<file path="src/rtl/bus_cycle_timer_if.sv">
// CPU-side bus signals for the 68000 bus-cycle timer: strobes, decoder selects,
// peripheral DTACKs and the timer's DTACK/BERR/FAULT replies.
interface bus_cycle_timer_if;
  logic AS;
  logic IACK;
  logic ROMEN;
  logic RAMEN;
  logic MFPEN;
  logic DUARTEN;
  logic DTACK_MFP_IN;
  logic DTACK_DUART_IN;
  logic CLR_FAULT;
  logic DTACK;
  logic BERR;
  logic FAULT;

  modport master (
    output AS, IACK, ROMEN, RAMEN, MFPEN, DUARTEN,
    output DTACK_MFP_IN, DTACK_DUART_IN, CLR_FAULT,
    input  DTACK, BERR, FAULT
  );

  modport slave (
    input  AS, IACK, ROMEN, RAMEN, MFPEN, DUARTEN,
    input  DTACK_MFP_IN, DTACK_DUART_IN, CLR_FAULT,
    output DTACK, BERR, FAULT
  );
endinterface

</file>
<file path="src/rtl/bus_cycle_timer.sv">
// 68000 bus-cycle timer: generates DTACK after programmed wait states or a
// peripheral acknowledge, and BERR plus a sticky FAULT on timeout.
module bus_cycle_timer #(
  parameter int unsigned ROM_WS       = 2,
  parameter int unsigned RAM_WS       = 0,
  parameter int unsigned BERR_TIMEOUT = 64
) (
  input logic              CLK,
  input logic              RST,
  bus_cycle_timer_if.slave bus
);

  localparam logic [2:0] S_IDLE = 3'd0;
  localparam logic [2:0] S_WAIT = 3'd1;
  localparam logic [2:0] S_EXT  = 3'd2;
  localparam logic [2:0] S_ACK  = 3'd3;
  localparam logic [2:0] S_ERR  = 3'd4;

  localparam logic [1:0] SRC_NONE  = 2'd0;
  localparam logic [1:0] SRC_DUART = 2'd1;
  localparam logic [1:0] SRC_MFP   = 2'd2;

  localparam logic [3:0] LP_ROM_WS   = 4'(ROM_WS);
  localparam logic [3:0] LP_RAM_WS   = 4'(RAM_WS);
  localparam logic [7:0] LP_TO_LAST  = 8'(BERR_TIMEOUT - 1);

  logic [2:0] r_state;
  logic [2:0] w_state_nxt;
  logic [1:0] r_src;
  logic [1:0] w_src_nxt;
  logic [3:0] r_ws;
  logic [3:0] w_ws_nxt;
  logic [7:0] r_to;
  logic [7:0] w_to_nxt;
  logic [7:0] w_to_inc;
  logic       w_ack_ext;
  logic       w_timeout;
  logic       w_fault_set;
  logic       r_dtack;
  logic       r_berr;
  logic       r_fault;

  // Timeout value as it stands on this edge; compared against the last legal count.
  always_comb begin
    w_to_inc  = (r_to == 8'hFF) ? 8'hFF : (r_to + 8'd1);
    w_timeout = (w_to_inc >= LP_TO_LAST);
    w_ack_ext = ((r_src == SRC_DUART) && !bus.DTACK_DUART_IN) ||
                ((r_src == SRC_MFP)   && !bus.DTACK_MFP_IN);
  end

  // Next-state logic; acknowledge is tested before timeout so it wins a tie.
  always_comb begin
    w_state_nxt = r_state;
    w_src_nxt   = r_src;
    w_ws_nxt    = r_ws;
    w_to_nxt    = r_to;
    w_fault_set = 1'b0;
    case (r_state)
      S_IDLE: begin
        w_to_nxt  = 8'd0;
        w_ws_nxt  = 4'd0;
        w_src_nxt = SRC_NONE;
        if (!bus.AS) begin
          if (!bus.ROMEN) begin
            w_ws_nxt    = LP_ROM_WS;
            w_state_nxt = (LP_ROM_WS == 4'd0) ? S_ACK : S_WAIT;
          end else if (!bus.RAMEN) begin
            w_ws_nxt    = LP_RAM_WS;
            w_state_nxt = (LP_RAM_WS == 4'd0) ? S_ACK : S_WAIT;
          end else if (!bus.DUARTEN) begin
            w_src_nxt   = SRC_DUART;
            w_state_nxt = S_EXT;
          end else if (!bus.MFPEN || !bus.IACK) begin
            w_src_nxt   = SRC_MFP;
            w_state_nxt = S_EXT;
          end else begin
            w_state_nxt = S_EXT;
          end
        end else begin
          w_state_nxt = S_IDLE;
        end
      end
      S_WAIT: begin
        w_to_nxt = w_to_inc;
        if (bus.AS) begin
          w_state_nxt = S_IDLE;
        end else if (r_ws <= 4'd1) begin
          w_ws_nxt    = 4'd0;
          w_state_nxt = S_ACK;
        end else if (w_timeout) begin
          w_fault_set = 1'b1;
          w_state_nxt = S_ERR;
        end else begin
          w_ws_nxt = r_ws - 4'd1;
        end
      end
      S_EXT: begin
        w_to_nxt = w_to_inc;
        if (bus.AS) begin
          w_state_nxt = S_IDLE;
        end else if (w_ack_ext) begin
          w_state_nxt = S_ACK;
        end else if (w_timeout) begin
          w_fault_set = 1'b1;
          w_state_nxt = S_ERR;
        end else begin
          w_state_nxt = S_EXT;
        end
      end
      S_ACK, S_ERR: begin
        if (bus.AS) begin
          w_state_nxt = S_IDLE;
        end else begin
          w_state_nxt = r_state;
        end
      end
      default: begin
        w_state_nxt = S_IDLE;
      end
    endcase
  end

  // State, counters and registered outputs decoded from the next state.
  always_ff @(posedge CLK) begin
    if (!RST) begin
      r_state <= S_IDLE;
      r_src   <= SRC_NONE;
      r_ws    <= 4'd0;
      r_to    <= 8'd0;
      r_dtack <= 1'b1;
      r_berr  <= 1'b1;
      r_fault <= 1'b0;
    end else begin
      r_state <= w_state_nxt;
      r_src   <= w_src_nxt;
      r_ws    <= w_ws_nxt;
      r_to    <= w_to_nxt;
      r_dtack <= (w_state_nxt != S_ACK);
      r_berr  <= (w_state_nxt != S_ERR);
      if (w_fault_set) begin
        r_fault <= 1'b1;
      end else if (bus.CLR_FAULT) begin
        r_fault <= 1'b0;
      end else begin
        r_fault <= r_fault;
      end
    end
  end

  assign bus.DTACK = r_dtack;
  assign bus.BERR  = r_berr;
  assign bus.FAULT = r_fault;

endmodule

</file>
<file path="src/flat_wrapper.sv">
// flat-port wrapper written by rule: the top's interface ports become plain ports
module bus_cycle_timer_flat 
#(
  parameter int unsigned ROM_WS       = 2,
  parameter int unsigned RAM_WS       = 0,
  parameter int unsigned BERR_TIMEOUT = 64
)
  (CLK, RST, bus_AS, bus_IACK, bus_ROMEN, bus_RAMEN, bus_MFPEN, bus_DUARTEN, bus_DTACK_MFP_IN, bus_DTACK_DUART_IN, bus_CLR_FAULT, bus_DTACK, bus_BERR, bus_FAULT);
  bus_cycle_timer_if bus_i ();
  input logic CLK;
  input logic RST;
  input wire logic [$bits(bus_i.AS)-1:0] bus_AS;
  input wire logic [$bits(bus_i.IACK)-1:0] bus_IACK;
  input wire logic [$bits(bus_i.ROMEN)-1:0] bus_ROMEN;
  input wire logic [$bits(bus_i.RAMEN)-1:0] bus_RAMEN;
  input wire logic [$bits(bus_i.MFPEN)-1:0] bus_MFPEN;
  input wire logic [$bits(bus_i.DUARTEN)-1:0] bus_DUARTEN;
  input wire logic [$bits(bus_i.DTACK_MFP_IN)-1:0] bus_DTACK_MFP_IN;
  input wire logic [$bits(bus_i.DTACK_DUART_IN)-1:0] bus_DTACK_DUART_IN;
  input wire logic [$bits(bus_i.CLR_FAULT)-1:0] bus_CLR_FAULT;
  output wire logic [$bits(bus_i.DTACK)-1:0] bus_DTACK;
  output wire logic [$bits(bus_i.BERR)-1:0] bus_BERR;
  output wire logic [$bits(bus_i.FAULT)-1:0] bus_FAULT;
  assign bus_i.AS = bus_AS;
  assign bus_i.IACK = bus_IACK;
  assign bus_i.ROMEN = bus_ROMEN;
  assign bus_i.RAMEN = bus_RAMEN;
  assign bus_i.MFPEN = bus_MFPEN;
  assign bus_i.DUARTEN = bus_DUARTEN;
  assign bus_i.DTACK_MFP_IN = bus_DTACK_MFP_IN;
  assign bus_i.DTACK_DUART_IN = bus_DTACK_DUART_IN;
  assign bus_i.CLR_FAULT = bus_CLR_FAULT;
  assign bus_DTACK = bus_i.DTACK;
  assign bus_BERR = bus_i.BERR;
  assign bus_FAULT = bus_i.FAULT;
  bus_cycle_timer #(.ROM_WS(ROM_WS), .RAM_WS(RAM_WS), .BERR_TIMEOUT(BERR_TIMEOUT)) u_core (.CLK(CLK), .RST(RST), .bus(bus_i));
endmodule
</file>
<file path="config.mk">
export PLATFORM = sky130hd
export DESIGN_NAME = bus_cycle_timer_flat
export DESIGN_NICKNAME = d
export VERILOG_FILES = /design/src/rtl/bus_cycle_timer_if.sv /design/src/rtl/bus_cycle_timer.sv /design/src/flat_wrapper.sv
export SDC_FILE = /design/constraint.sdc
export NUM_CORES = 1
export LEC_CHECK = 0
export BUFFER_PORTS_ARGS = -buffer_cell sky130_fd_sc_hd__buf_2
export CELL_PAD_IN_SITES_DETAIL_PLACEMENT = 1
export CELL_PAD_IN_SITES_GLOBAL_PLACEMENT = 2
export CORE_ASPECT_RATIO = 0.5
export CORE_MARGIN = 10
export CORE_UTILIZATION = 30
export DETAILED_ROUTE_END_ITERATION = 7
export GPL_ROUTABILITY_DRIVEN = 1
export HOLD_SLACK_MARGIN = 0.06
export PLACE_DENSITY = 0.77
export SYNTH_ARGS = -nofsm -noshare
export SYNTH_HDL_FRONTEND = slang
export SYNTH_SLANG_ARGS = --single-unit
</file>
<file path="constraint.sdc">
create_clock -name CLK -period 2.3 [get_ports CLK]
set_clock_uncertainty 0.1 [all_clocks]
set_input_delay 0.46 -clock CLK [delete_from_list [all_inputs] [get_ports CLK]]
set_output_delay 0.46 -clock CLK [all_outputs]
set_load 0.01 [all_outputs]
</file>
==> results_dict.tcl <==
set metrics [dict create \
    status "finished, final reports clean" \
    grt_pass1_vias 1074 \
    period_share 0.8387 \
    setup_viol_count_final 0 \
    grtUsageTotal 0.08920 \
    min_path_cells 2 \
    cap_viol_max_count 0 \
    worst-setup-path-type "flip-flop to flip-flop" \
    drc 0 \
    p_leak_nw 0.5387 \
    ys_ff_latch 20 \
    setup_tns_ns 0 \
    synth_most_common_cell "dfxtp_1" \
    async_reset_ff_frac 0 \
    hp-start "bus_AS" \
    cp_common_cell "nor2_1" \
    crit_slowest_cell "o31ai_1" \
    die_x_um 107.7 \
    syn_nets 153 \
    area_delta_synth_final_pct 15.28 \
    max_stage_delay_ns 0.42 \
    drive_above_1_share 0.1961 \
    fin_nets 168 \
    clkSlewWorstSetupHoldPaths_ns 0.08 \
    critical_path.startpoint "u_core.r_ws[0]$_SDFFE_PN0P_" \
    worstSetupStartpointType "flip-flop" \
    p_clk_frac 0.376 \
    initial_core_util 0.3239 \
    synth_top_area_frac 0.3467 \
    root_buffer "clkbuf_8" \
    synth_edf_count 0 \
    cts_made_buffers 3 \
    rr_worst_depth 7 \
    clock_tree.buffer_depth 2 \
    synth.top_cells.by_count "dfxtp_1, a21oi_1, nand2_1" \
    antenna_left 0 \
    gp_congestion 0.7588 \
    switching_power_w 0.0001854 \
    swShare 0.2539 \
    drt_iter0_drc 36 \
    routed_via_density 5.382 \
    dieArea_um2 6882 \
    relSlewSlack 0.6639 \
    h-tree-depth 1 \
    ys_types 46 \
    r2r_slack_ns 0.37 \
    crit_end "u_core.r_state[2]$_SDFF_PN0_" \
    timing.fmax_ghz 0.5184 \
    slew_violations 0 \
    clock_sinks 20 \
    synthesis.instances 139 \
    dieHeight_um 63.87 \
    critPathArrivalTime_ns 1.98 \
    power_density_nw_per_um2 548.5 \
    grt_pass1_wl_um 5216 \
    r2r_end "u_core.r_state[2]$_SDFF_PN0_" \
    synth_ff_type "dfxtp_1" \
    ys_top_cells_by_area "dfxtp_1, a21oi_1, o21ai_0" \
    cts_tree "done" \
    m1WireLength_um 1655 \
    routed_wl_um 3068 \
    required_ns 2.36 \
    cts_hold_buffers 0 \
    critPathCaptureType "flip-flop" \
    rsz0062_at_grt "false" \
    grt_antenna_before_repair 0 \
    final_cells 204 \
    synth_top_cell_by_area "dfxtp_1" \
    dp_hpwl_um 2327 \
    core-area_um2 3566 \
    pwr-share-comb 0.129 \
    regToRegStartpoint "u_core.r_ws[0]$_SDFFE_PN0P_" \
    route.met2.wl_um 1299 \
    grt_max_degree 14 \
    yosys_warnings 0 \
    io_pins 14 \
    hold_viol_final 0 \
    dpl.cell_count 200 \
    hp-class "primary input to flip-flop" \
    highest_layer "met4" \
    max_slew.worst_pin.slew_ns 0.5003 \
    ys_seq_area_frac 0.3467 \
    total_power_w 0.0007302 \
    crit_chain "inv_1, ha_1, nor2_1, o31ai_1, nor2_1, o211a_1, o21ba_2" \
    period_needed_ns 1.929 \
    wl_per_cell_um 15.04 \
    crit_fanout 3 \
    ir_drop_mv 0.1875 \
    clock_latency_ns 0.26 \
    syn-cell-area_um2 1155 \
    seqPwrFrac 0.495 \
    intPower_w 0.0005448 \
    syn_avg_cell_area_um2 8.308 \
    n_antenna_cell 0 \
    grt_remaining_overflow 0 \
    drtPass1Iterations 4 \
    cts_resized 0 \
    vias 1098 \
    portBuffers 13 \
    num_rows 15 \
    post_cts_buffers 0 \
    wl_met3_um 99 \
]
[flip-flops by register name, summed over array words and instances (netlist names)]
signal	cells
u_core.r_to	8
u_core.r_ws	4
u_core.r_state	3
u_core.r_src	2
u_core.bus.BERR	1
u_core.bus.DTACK	1
u_core.bus.FAULT	1
[power groups by stage]
stage          Clock (W)  Sequential (W)  Combinational, W
6_report        0.000275        0.000361         0.0000941
3_5_place_dp           0        0.000370         0.0000941
5_1_grt         0.000299        0.000363          0.000106
4_1_cts         0.000284        0.000362         0.0000946
2_1_floorplan          0        0.000367         0.0000633
3_3_place_gp           0        0.000369         0.0000950
[critical path, delay by kind of cell (launching register included)]
| kind | cells | cell delay [ns] |
|---|---|---|
| AOI/OAI and AO/OA | 3 | 0.92 |
| DFF | 1 | 0.33 |
| adders and majority gates | 1 | 0.19 |
| and+or+nand+nor | 2 | 0.19 |
| buffers and inverters | 1 | 0.10 |
[stage by stage]
stage                     worst slack, ns  hold WS, ns  cell area, um^2  utilization
after floorplan                    0.5282       0.3580             1155            -
after global placement             0.4517       0.3804             1276       0.3579
after detailed placement           0.3794       0.3936             1276       0.3579
after CTS                          0.3778       0.3719             1331       0.3733
after global routing               0.2704       0.3754             1331       0.3733
final                              0.3711       0.3697             1331       0.3733
[routing by layer]
metal | GRT usage | up-vias
met2 | 0.1355 | 22
met3 | 0.02200 | 2
li1 | - | 547
met4 | 0.02483 | 0
met1 | 0.1216 | 527
met5 | 0 | -
[area by class of cell]
| cell class | count | area (um^2) |
|---|---|---|
| fillers | 439 | 2235 |
| multi-input cells | 109 | 713.2 |
| flip-flops and latches | 20 | 400.4 |
| repair buffers | 15 | 80.08 |
| well taps | 51 | 63.81 |
| clock buffers | 4 | 55.05 |
| inverters | 5 | 18.77 |
[cells by family after synthesis]
logic type | synth area share
AO/OA/AOI/OAI | 0.2958
XOR/XNOR | 0.01517
adder cells (fa/ha/maj) | 0.03251
buffers and inverters | 0.03575
flip-flops | 0.3467
AND/OR/NAND/NOR | 0.2741
[placed cells by master (no fill, tap or decap), types with 2 or more instances in the layout]
master / n
a211oi_2: 2
a21o_1: 2
a21oi_1: 14
a311oi_1: 2
a31oi_1: 2
a41oi_1: 3
and2_1: 2
and3_1: 3
buf_2: 13
buf_4: 2
clkbuf_8: 4
dfxtp_1: 20
ha_1: 3
inv_1: 5
nand2_1: 13
nand2b_1: 3
nand4_1: 2
nor2_1: 10
nor2b_1: 4
nor3_1: 3
nor3b_1: 2
nor4_1: 2
o21ai_0: 11
or3_1: 2
xor2_1: 2
[worst min-delay path by stage]
stage,endpoint,slack [ns]
final,u_core.r_state[1]$_SDFF_PN0_,0.37
after global routing,u_core.r_state[1]$_SDFF_PN0_,0.38
after CTS,u_core.r_state[1]$_SDFF_PN0_,0.37
after detailed placement,u_core.r_to[0]$_SDFFE_PN0P_,0.39
after global placement,u_core.r_to[1]$_SDFFE_PN0P_,0.38
after floorplan,u_core.r_to[1]$_SDFFE_PN0P_,0.36
Note: power is estimated with default switching activity, not from simulation.
